==> src/rtl/fetch_pkg.sv <==
// fetch_pkg: shared types and constants for the instruction prefetch queue.
//   IW / AW / DEPTH : instruction width, PC width, default queue depth
//   inst_t, pc_t    : instruction word and program-counter types
//   fq_entry_t      : one queue entry, an instruction tagged with its PC
//   Q_EMPTY/Q_PARTIAL/Q_FULL : queue condition reported on the debug output
package fetch_pkg;

  localparam int IW    = 9;
  localparam int AW    = 10;
  localparam int DEPTH = 4;

  typedef logic [IW-1:0] inst_t;
  typedef logic [AW-1:0] pc_t;

  typedef struct packed {
    inst_t inst;
    pc_t   pc;
  } fq_entry_t;

  // The queue has no FSM of its own; its condition is implied by occupancy
  // and exported under these encodings.
  localparam logic [1:0] Q_EMPTY   = 2'd0;
  localparam logic [1:0] Q_PARTIAL = 2'd1;
  localparam logic [1:0] Q_FULL    = 2'd2;

endpackage

==> src/rtl/fetch_queue_if.sv <==
// fetch_queue_if: bus between the fetch queue, the instruction ROM and the
// control decoder.
//   slave  modport : the fetch queue itself (drives rom_addr and the head
//                    entry, receives ROM data and control)
//   master modport : the surrounding core / testbench
// Handshake: the head entry (inst, inst_pc) is offered whenever
// inst_valid=1; the decoder takes it by holding deq=1 during that cycle and
// it is consumed at the next posedge. deq while inst_valid=0 is ignored.
// rom_data must be the ROM word at rom_addr within the same cycle.
interface fetch_queue_if #(
  parameter int DEPTH = fetch_pkg::DEPTH
);
  import fetch_pkg::*;

  localparam int OW = $clog2(DEPTH + 1);

  logic          fetch_en;
  pc_t           rom_addr;
  inst_t         rom_data;
  logic          redirect;
  pc_t           redirect_pc;
  logic          deq;
  logic          inst_valid;
  inst_t         inst;
  pc_t           inst_pc;
  logic [OW-1:0] occupancy;
  logic [1:0]    q_state;

  modport slave (
    input  fetch_en, rom_data, redirect, redirect_pc, deq,
    output rom_addr, inst_valid, inst, inst_pc, occupancy, q_state
  );

  modport master (
    output fetch_en, rom_data, redirect, redirect_pc, deq,
    input  rom_addr, inst_valid, inst, inst_pc, occupancy, q_state
  );

endinterface

==> src/rtl/fetch_fifo.sv <==
// fetch_fifo: circular buffer of fq_entry_t with head/tail/count pointers.
//   clk, rst    : clock, synchronous active-high reset
//   push/push_data : write an entry at the tail
//   pop         : advance the head (ignored when empty)
//   flush       : discard all entries (overrides push/pop)
//   head_data   : oldest entry, zero when empty
//   full/empty/count : occupancy status
module fetch_fifo
  import fetch_pkg::*;
#(
  parameter int DEPTH = 4,
  localparam int PW   = $clog2(DEPTH),
  localparam int CW   = $clog2(DEPTH + 1)
) (
  input  logic          clk,
  input  logic          rst,
  input  logic          push,
  input  fq_entry_t     push_data,
  input  logic          pop,
  input  logic          flush,
  output fq_entry_t     head_data,
  output logic          full,
  output logic          empty,
  output logic [CW-1:0] count
);

  fq_entry_t     mem_q [DEPTH];
  fq_entry_t     mem_d [DEPTH];
  logic [PW-1:0] head_q, head_d;
  logic [PW-1:0] tail_q, tail_d;
  logic [CW-1:0] count_q, count_d;
  logic          pop_ok;
  logic          push_ok;

  assign empty = (count_q == '0);
  assign full  = (count_q == CW'(DEPTH));
  assign count = count_q;

  // Storage is never cleared; an empty queue masks the head to zero instead.
  assign head_data = empty ? '0 : mem_q[head_q];

  always_comb begin
    mem_d   = mem_q;
    head_d  = head_q;
    tail_d  = tail_q;
    count_d = count_q;
    pop_ok  = pop & ~empty;
    // A push into a full buffer is legal only when the head leaves together.
    push_ok = push & (~full | pop_ok);
    if (flush) begin
      head_d  = '0;
      tail_d  = '0;
      count_d = '0;
    end else begin
      if (push_ok) begin
        mem_d[tail_q] = push_data;
        tail_d        = tail_q + PW'(1);
      end
      if (pop_ok) begin
        head_d = head_q + PW'(1);
      end
      count_d = count_q + CW'(push_ok) - CW'(pop_ok);
    end
  end

  always_ff @(posedge clk) begin
    if (rst) begin
      head_q  <= '0;
      tail_q  <= '0;
      count_q <= '0;
    end else begin
      head_q  <= head_d;
      tail_q  <= tail_d;
      count_q <= count_d;
    end
  end

  always_ff @(posedge clk) begin
    mem_q <= mem_d;
  end

endmodule

==> src/rtl/fetch_queue.sv <==
// fetch_queue: instruction prefetch queue between the instruction ROM and
// the control decoder.
//   CLK   : clock, all state changes on posedge
//   start : synchronous active-high reset/init, overrides every other input
//   fq    : fetch_queue_if.slave (ROM address/data, redirect, decoder head)
// Owns the fetch pointer fpc (driven straight onto rom_addr), the redirect
// flush and the optional bypass path.
// Build option FETCH_BYPASS_EN: when the queue is empty and fetching is
// allowed, the ROM word is presented to the decoder in the same cycle
// (zero-cycle latency after a redirect). Without it the first word after a
// reset or redirect appears one cycle later and rom_data never reaches inst
// combinationally.
module fetch_queue
  import fetch_pkg::*;
#(
  parameter int DEPTH = fetch_pkg::DEPTH
) (
  input logic           CLK,
  input logic           start,
  fetch_queue_if.slave  fq
);

  localparam int CW = $clog2(DEPTH + 1);

  pc_t           fpc_q, fpc_d;
  fq_entry_t     fifo_head;
  logic          fifo_full;
  logic          fifo_empty;
  logic [CW-1:0] fifo_count;
  logic          bypass_act;
  logic          head_valid;
  logic          deq_eff;
  logic          enq;
  logic          push;
  logic          pop;

  always_comb begin
`ifdef FETCH_BYPASS_EN
    bypass_act = fifo_empty & fq.fetch_en & ~fq.redirect;
`else
    bypass_act = 1'b0;
`endif
    head_valid = ~fifo_empty | bypass_act;
    deq_eff    = fq.deq & head_valid;
    enq        = fq.fetch_en & ~fq.redirect & (~fifo_full | deq_eff);
    // A bypassed word taken by the decoder in the same cycle is never stored.
    push       = enq & ~(bypass_act & deq_eff);
    pop        = deq_eff & ~fifo_empty;

    fpc_d = fpc_q;
    if (fq.redirect) begin
      fpc_d = fq.redirect_pc;
    end else if (enq) begin
      fpc_d = fpc_q + AW'(1);
    end
  end

  always_ff @(posedge CLK) begin
    if (start) begin
      fpc_q <= '0;
    end else begin
      fpc_q <= fpc_d;
    end
  end

  // The redirect flush also swallows any same-cycle pop: the head is
  // consumed before the flush and nothing else survives.
  fetch_fifo #(.DEPTH(DEPTH)) u_fifo (
    .clk       (CLK),
    .rst       (start),
    .push      (push),
    .push_data ('{inst: fq.rom_data, pc: fpc_q}),
    .pop       (pop),
    .flush     (fq.redirect),
    .head_data (fifo_head),
    .full      (fifo_full),
    .empty     (fifo_empty),
    .count     (fifo_count)
  );

  assign fq.rom_addr   = fpc_q;
  assign fq.inst_valid = head_valid;
  assign fq.inst       = bypass_act ? fq.rom_data : fifo_head.inst;
  assign fq.inst_pc    = bypass_act ? fpc_q       : fifo_head.pc;
  assign fq.occupancy  = fifo_count;
  assign fq.q_state    = (fifo_count == '0)          ? Q_EMPTY :
                         (fifo_count == CW'(DEPTH))  ? Q_FULL  : Q_PARTIAL;

endmodule

==> src/flat_wrapper.sv <==
// flat-port wrapper written by rule: the top's interface ports become plain ports
module fetch_queue_flat import fetch_pkg::*;
#(
  parameter int DEPTH = fetch_pkg::DEPTH
)
  (CLK, start, fq_fetch_en, fq_rom_data, fq_redirect, fq_redirect_pc, fq_deq, fq_rom_addr, fq_inst_valid, fq_inst, fq_inst_pc, fq_occupancy, fq_q_state);
  fetch_queue_if #(.DEPTH(DEPTH)) fq_i ();
  input logic CLK;
  input logic start;
  input wire logic [$bits(fq_i.fetch_en)-1:0] fq_fetch_en;
  input wire logic [$bits(fq_i.rom_data)-1:0] fq_rom_data;
  input wire logic [$bits(fq_i.redirect)-1:0] fq_redirect;
  input wire logic [$bits(fq_i.redirect_pc)-1:0] fq_redirect_pc;
  input wire logic [$bits(fq_i.deq)-1:0] fq_deq;
  output wire logic [$bits(fq_i.rom_addr)-1:0] fq_rom_addr;
  output wire logic [$bits(fq_i.inst_valid)-1:0] fq_inst_valid;
  output wire logic [$bits(fq_i.inst)-1:0] fq_inst;
  output wire logic [$bits(fq_i.inst_pc)-1:0] fq_inst_pc;
  output wire logic [$bits(fq_i.occupancy)-1:0] fq_occupancy;
  output wire logic [$bits(fq_i.q_state)-1:0] fq_q_state;
  assign fq_i.fetch_en = fq_fetch_en;
  assign fq_i.rom_data = fq_rom_data;
  assign fq_i.redirect = fq_redirect;
  assign fq_i.redirect_pc = fq_redirect_pc;
  assign fq_i.deq = fq_deq;
  assign fq_rom_addr = fq_i.rom_addr;
  assign fq_inst_valid = fq_i.inst_valid;
  assign fq_inst = fq_i.inst;
  assign fq_inst_pc = fq_i.inst_pc;
  assign fq_occupancy = fq_i.occupancy;
  assign fq_q_state = fq_i.q_state;
  fetch_queue #(.DEPTH(DEPTH)) u_core (.CLK(CLK), .start(start), .fq(fq_i));
endmodule
==> config.mk <==
export PLATFORM = sky130hd
export DESIGN_NAME = fetch_queue_flat
export DESIGN_NICKNAME = d
export VERILOG_FILES = /design/src/rtl/fetch_pkg.sv /design/src/rtl/fetch_queue_if.sv /design/src/rtl/fetch_fifo.sv /design/src/rtl/fetch_queue.sv /design/src/flat_wrapper.sv
export SDC_FILE = /design/constraint.sdc
export NUM_CORES = 1
export LEC_CHECK = 0
export CELL_PAD_IN_SITES_DETAIL_PLACEMENT = 1
export CELL_PAD_IN_SITES_GLOBAL_PLACEMENT = 1
export CORE_UTILIZATION = 45
export CTS_BUF_LIST = sky130_fd_sc_hd__clkbuf_16
export DETAILED_ROUTE_END_ITERATION = 8
export PLACE_DENSITY = 0.9
export SLEW_MARGIN = 30
export SYNTH_ARGS = -nofsm -noshare
export SYNTH_HDL_FRONTEND = slang
export SYNTH_HIERARCHICAL = 1
export SYNTH_SLANG_ARGS = --single-unit
export TNS_END_PERCENT = 20
==> constraint.sdc <==
create_clock -name CLK -period 4.2 [get_ports CLK]
set_input_delay 0.42 -clock CLK [delete_from_list [all_inputs] [get_ports CLK]]
set_output_delay 0.42 -clock CLK [all_outputs]
set_load 0.01 [all_outputs]
======== Word level (Yosys, flattened, before mapping) ========
Index checks and enable logic that the tools add are counted.
word-level totals
  memories kept ........................... 0
  memory bits (writable) .................. 0
  input bits .............................. 24
  bits in latches ......................... 0
  bits in registers ....................... 93
  memory bits (read-only) ................. 0
cells by class
  multiplexer cells ....................... 11
  divide/modulo/power cells ............... 0
  equal/unequal tests ..................... 1
  bitwise logic cells ..................... 13
  add/subtract/negate cells ............... 5
  reduce and logical (&&, ||, !) cells .... 5
  order comparisons ....................... 3
  shifts and indexed selects .............. 0
  $mul .................................... 0
operator list
  cell                                                                   number
  76-bit bitwise mux                                                     1
  19-bit 2-to-1 mux                                                      4
  19-bit binary-select mux with 2-bit select                             1
  19-bit demux with 2-bit select                                         1
  10-bit 2-to-1 mux                                                      2
  10-bit by 1-bit adder with 10-bit output (second input constant)       1
  1-bit bitwise AND                                                      6
  3-bit >= comparator (second input constant)                            2
  2-bit inverter with 3-bit output                                       2
  2-bit by 1-bit adder with 2-bit output (second input constant)         2
  2-bit 2-to-1 mux                                                       2
  3-bit by 1-bit adder with 3-bit output                                 1
  3-bit equality test (second input constant)                            1
  3-bit logical NOT                                                      1
  3-bit by 1-bit < comparator with 1-bit output (second input constant)  1
  1-bit inverter                                                         3
  3-bit by 1-bit subtractor with 3-bit output                            1
  1-bit bitwise OR                                                       2
  2-bit AND reduction                                                    1
  2-bit nonzero test                                                     1
  2-bit OR reduction                                                     1
  1-bit logical AND                                                      1

======== Depth between registers and ports, before layout ========
  depth after elaboration ................. 9
  depth in mapped cells ................... 15
  depth with buffers taken out ............ 13

======== Cells and area by module ========
The synthesis kept the hierarchy.
modules (own cells, without submodules)
  module       area an instance (um^2)  cells an instance  instances
  fetch_fifo   3354.5                   165                1
  fetch_queue  599.3                    73                 1

======== Worst setup path before layout ========
Ideal clock, no wire load.
  kind .................................... register -> register
  start ................................... register u_core.u_fifo.count_q[1], in the netlist u_core/u_fifo/count[1]
  end ..................................... register u_core/u_fifo/mem_q[0] in the netlist's numbering, enable pin
  stages on the path, launching flop included .. 9
  data required time ...................... 3.777 ns
  data arrival time ....................... 3.299 ns
  period minus slack after synthesis ...... 3.723 ns
  path slack .............................. 0.477 ns
  buffers on the path ..................... 2
  setup time .............................. 0.423 ns
  cells stage by stage .................... dfxtp_1 nor3_1 buf_2 nand2b_4 buf_6 a21boi_1 and2_1 o41ai_4 nor3b_1
on the way
  elaborated cells on any way between the ends .. 12
RTL lines
  element                               line               text
  start, declared                       fetch_fifo.sv:31   logic [CW-1:0] count_q, count_d;
  start signal, assigned                fetch_fifo.sv:74   count_q <= count_d;
  3-bit logical NOT                     fetch_fifo.sv:35   assign empty = (count_q == '0);
  named net u_core.fifo_empty           fetch_queue.sv:28  logic fifo_empty;
  1-bit inverter                        fetch_queue.sv:43  head_valid = ~fifo_empty | bypass_act;
  1-bit bitwise AND                     fetch_queue.sv:44  deq_eff = fq.deq & head_valid;
  1-bit bitwise OR                      fetch_queue.sv:45  enq = fq.fetch_en & ~fq.redirect & (~fifo_full | deq_eff);
  1-bit bitwise AND                     fetch_queue.sv:45
  named net u_core.enq                  fetch_queue.sv:33  logic enq;
  1-bit bitwise AND                     fetch_fifo.sv:49   push_ok = push & (~full | pop_ok);
  2-bit AND reduction (no source line)  -
  end signal, assigned                  fetch_fifo.sv:79   mem_q <= mem_d;
  end, declared                         fetch_fifo.sv:27   fq_entry_t mem_q [DEPTH];
The timed path passes the listed nets, and every way through them passes these cells.
A chain may end at the register's enable or synchronous reset.

======== Worst setup path in the final report ========
  start ................................... register u_core.u_fifo.count_q[2], in the netlist u_core/u_fifo/count[2]
  end ..................................... register u_core.u_fifo.count_q[2], in the netlist u_core/u_fifo/count[2]
on the way
  elaborated cells on any way between the ends .. 13
RTL lines
  element                                      line               text
  3-bit equality test                          fetch_fifo.sv:36   assign full = (count_q == CW'(DEPTH));
  named net u_core.fifo_full                   fetch_queue.sv:27  logic fifo_full;
  1-bit inverter                               fetch_queue.sv:45
  1-bit bitwise OR                             fetch_queue.sv:45
  1-bit bitwise AND                            fetch_queue.sv:45
  named net u_core.enq                         fetch_queue.sv:33
  1-bit bitwise AND                            fetch_fifo.sv:49
  3-bit by 1-bit adder with 3-bit output       fetch_fifo.sv:62   count_d = count_q + CW'(push_ok) - CW'(pop_ok);
  3-bit by 1-bit subtractor with 3-bit output  fetch_fifo.sv:62
The timed path passes the listed nets, and every way through them passes these cells.

==> flow_summary.toml <==
[final_layout]
syn_to_final_growth_pct = 26.4
design_area_sq_um = 5000
drive_above_1_share_pct = 13.2
layout.nets = 337
utilization_pct = 59.9
antenna-diode-count = 0

[critical_path]
crit_chain = "inv_2 -> nor3_1 -> a21boi_1 -> and2_1 -> o41ai_4 -> ha_1 -> inv_1 -> ha_1 -> inv_1 -> fa_1 -> xnor2_1 -> xnor2_1 -> and2_1"
cpMaxStageDelayCell = "nor3_1"
cp_slowest_stage_delay_ns = 0.54
r2r_slack_ns = 0.84
cp_max_fo = 7
worstPathRequired_ns = 4.43
path_class = "reg -> reg"
worstSetupEndpointType = "flop"
worst-path-buf-inv = 3
critPathLaunchType = "flop"
arrival_ns = 3.59
path_delay_family = "simple AND/OR/NAND/NOR gates"

[clock_network]
holdBufCountCts = 0
clk_latency_ns = 0.34
clkSinkCount = 93
cts_tree = "yes"
clkTransAtPathRegs_ns = 0.06
root_buffer = "clkbuf_16"
cts_resized = 0
cts_inserted_buffers = 9
clockBufferDepth = 2
htreeDepth = 3
postCtsSetupRepairBufs = 0

[sta]
fin_setup_tns_ns = 0
period_minus_slack_ns = 3.36
rsz0062_at_grt = "false"
clock.fmax_ghz = 0.298
setup_viol = 0
slew_headroom_pct = 34.3
hold_viol = 0
finalMaxSlewViolations = 0
tightest_slew_ns = 0.984
clock_skew_ns = 0.00907
period_share_pct = 80.0

[floorplanning]
fp.coreArea_sq_um = 8340
ios = 59
row_count = 33
initial_core_util_pct = 47.4
die_area_sq_um = 9170
fp.dieW_um = 95.7
die_h_um = 95.7

[global_route]
track_usage_pct = 23.5
grt_pass1_vias = 2585
antenna_found_initial = 0
grt_pass1_wl_um = 14900
grt_max_degree = 23
gr-total-overflow = 0

[synthesis]
yosys.area.top_type = "edfxtp_1"
yosys_warnings = 6
ys_seq_elements = 93
ys_top_cells_by_area = "edfxtp_1, dfxtp_1, mux4_1"
synth_nets = 270
synth.avg_cell_area_sq_um = 16.6
syn_area_sq_um = 3950
async_flop_share_pct = 0
synth_edf_count = 76
yosysSeqAreaShare_pct = 66.3
yosys.area.top_type_share_pct = 57.7
ys_types = 41
syn_inst = 238
ys.flop_type = "edfxtp_1"

[routing]
drtIter0Drc = 120
drt-wirelength-per-cell_um = 23.1
ant_nets = 0
drtPass1Iterations = 4
wl_um = 9590
vias_per_cell = 5.64
drc = 0
vias = 2342

[hold_path]
min_path_type = "reg -> reg"

[place]
io_buffers = 58
postPlaceCellArea_sq_um = 4690
place_congestion = 0.845
dp_hpwl_um = 5920

[power]
finalPower_mw = 2.01
peakVddDrop_mv = 0.220
powerDensity_nw_per_um2 = 402
p_leak_nw = 1.66

[run]
cap_violations = 0

[run_status]
status = "completed"
-- per-layer routing --
metal / vias up / part of all wire, % / global-route usage [%]
met5: - / 0 / 0
met4: 0 / 2.1 / 8.21
met3: 15 / 5.7 / 4.42
met2: 91 / 52 / 40.3
met1: 1176 / 40 / 29.8
li1: 1060 / - / -
-- area by class of cell --
cell class,instances,area (sq um)
tap,105,131
fill,785,3340
timing repair buffer,66,641
inverter,9,33.8
sequential,93,2620
clock inverter,7,83.8
clock buffer,9,225
multi-input combinational,126,1260
-- cell usage after synthesis (all sizes together) (6+ instances only) --
library cell	count
dfxtp	17
buf	6
nor3	6
edfxtp	76
a211oi	11
nor2b	20
xnor2	7
inv	9
mux4	19
ha	7
nand2	8
nor2	13
-- cell families (layout without fill, tap and decap cells) --
group           Yosys count  in the layout  share of synthesized area (%)
mux                      22             22                           12.4
buf+inv                  19             91                           2.44
fa+ha+maj                 8              8                           2.72
simple gates             65             65                           9.43
flops                    93             93                           66.3
xor+xnor                  9              9                           1.99
compound gates           22             22                           4.65
-- through the flow --
step / instances / hold slack [ns] / worst slack (ns)
final: 415 / 0.490 / 0.841
after global routing: 415 / 0.542 / 0.547
after CTS: 415 / 0.491 / 0.854
after detailed placement: 399 / 0.479 / 0.850
after global placement: 399 / 0.481 / 0.980
after floorplan: 238 / 0.471 / 0.477
-- where the power goes --
| part | switching (mW) | internal (mW) |
|---|---|---|
| sequential | 0.0225 | 1.01 |
| combinational | 0.0586 | 0.0678 |
| clock | 0.331 | 0.514 |
-- final timing paths --
path	from	end	cells past startpoint
worst max-delay path	u_core/u_fifo/count[2]$_SDFF_PP0_	u_core/u_fifo/count[2]$_SDFF_PP0_	13
worst min-delay path	u_core/u_fifo/head_q[0]$_SDFFE_PP0P_	u_core/u_fifo/head_q[0]$_SDFFE_PP0P_	2
worst min register to register	u_core/u_fifo/head_q[0]$_SDFFE_PP0P_	u_core/u_fifo/head_q[0]$_SDFFE_PP0P_	2
worst max register to register	u_core/u_fifo/count[2]$_SDFF_PP0_	u_core/u_fifo/count[2]$_SDFF_PP0_	13
-- sequential cells by signal, indices dropped and copies added, names as in the netlist --
name                  count
u_core/fq.rom_addr       10
u_core/u_fifo/count       3
u_core/u_fifo/head_q      2
u_core/u_fifo/mem_q      76
u_core/u_fifo/tail_q      2
-- cells in the final DEF (no fill, tap or decap), drive strengths merged, types with 2 or more instances in the layout --
cell           Yosys  routed
a211oi            11      11
nor2b             20      20
mux2i              3       3
ha                 7       7
and2               3       3
nand3              2       2
xnor2              7       7
nand4              3       3
clkbuf             4       9
xor2               2       2
a21oi              2       2
dfxtp             17      17
inv                9      12
clkdlybuf4s50      0      58
nor2              13      13
nand2              8       8
bufinv             0       2
nor3b              4       4
edfxtp            76      76
mux4              19      19
nor3               6       6
buf                6       8
-- worst register-to-register path, cell delays in order, from the launching register on --
cell and delay, ns:
dfxtp_1 0.47, inv_2 0.09, nor3_1 0.54, a21boi_1 0.30, and2_1 0.27, o41ai_4 0.13
ha_1 0.37, inv_1 0.06, ha_1 0.13, inv_1 0.05, fa_1 0.39, xnor2_1 0.16
xnor2_1 0.13, and2_1 0.17
Power figures use the tool's default switching activity.
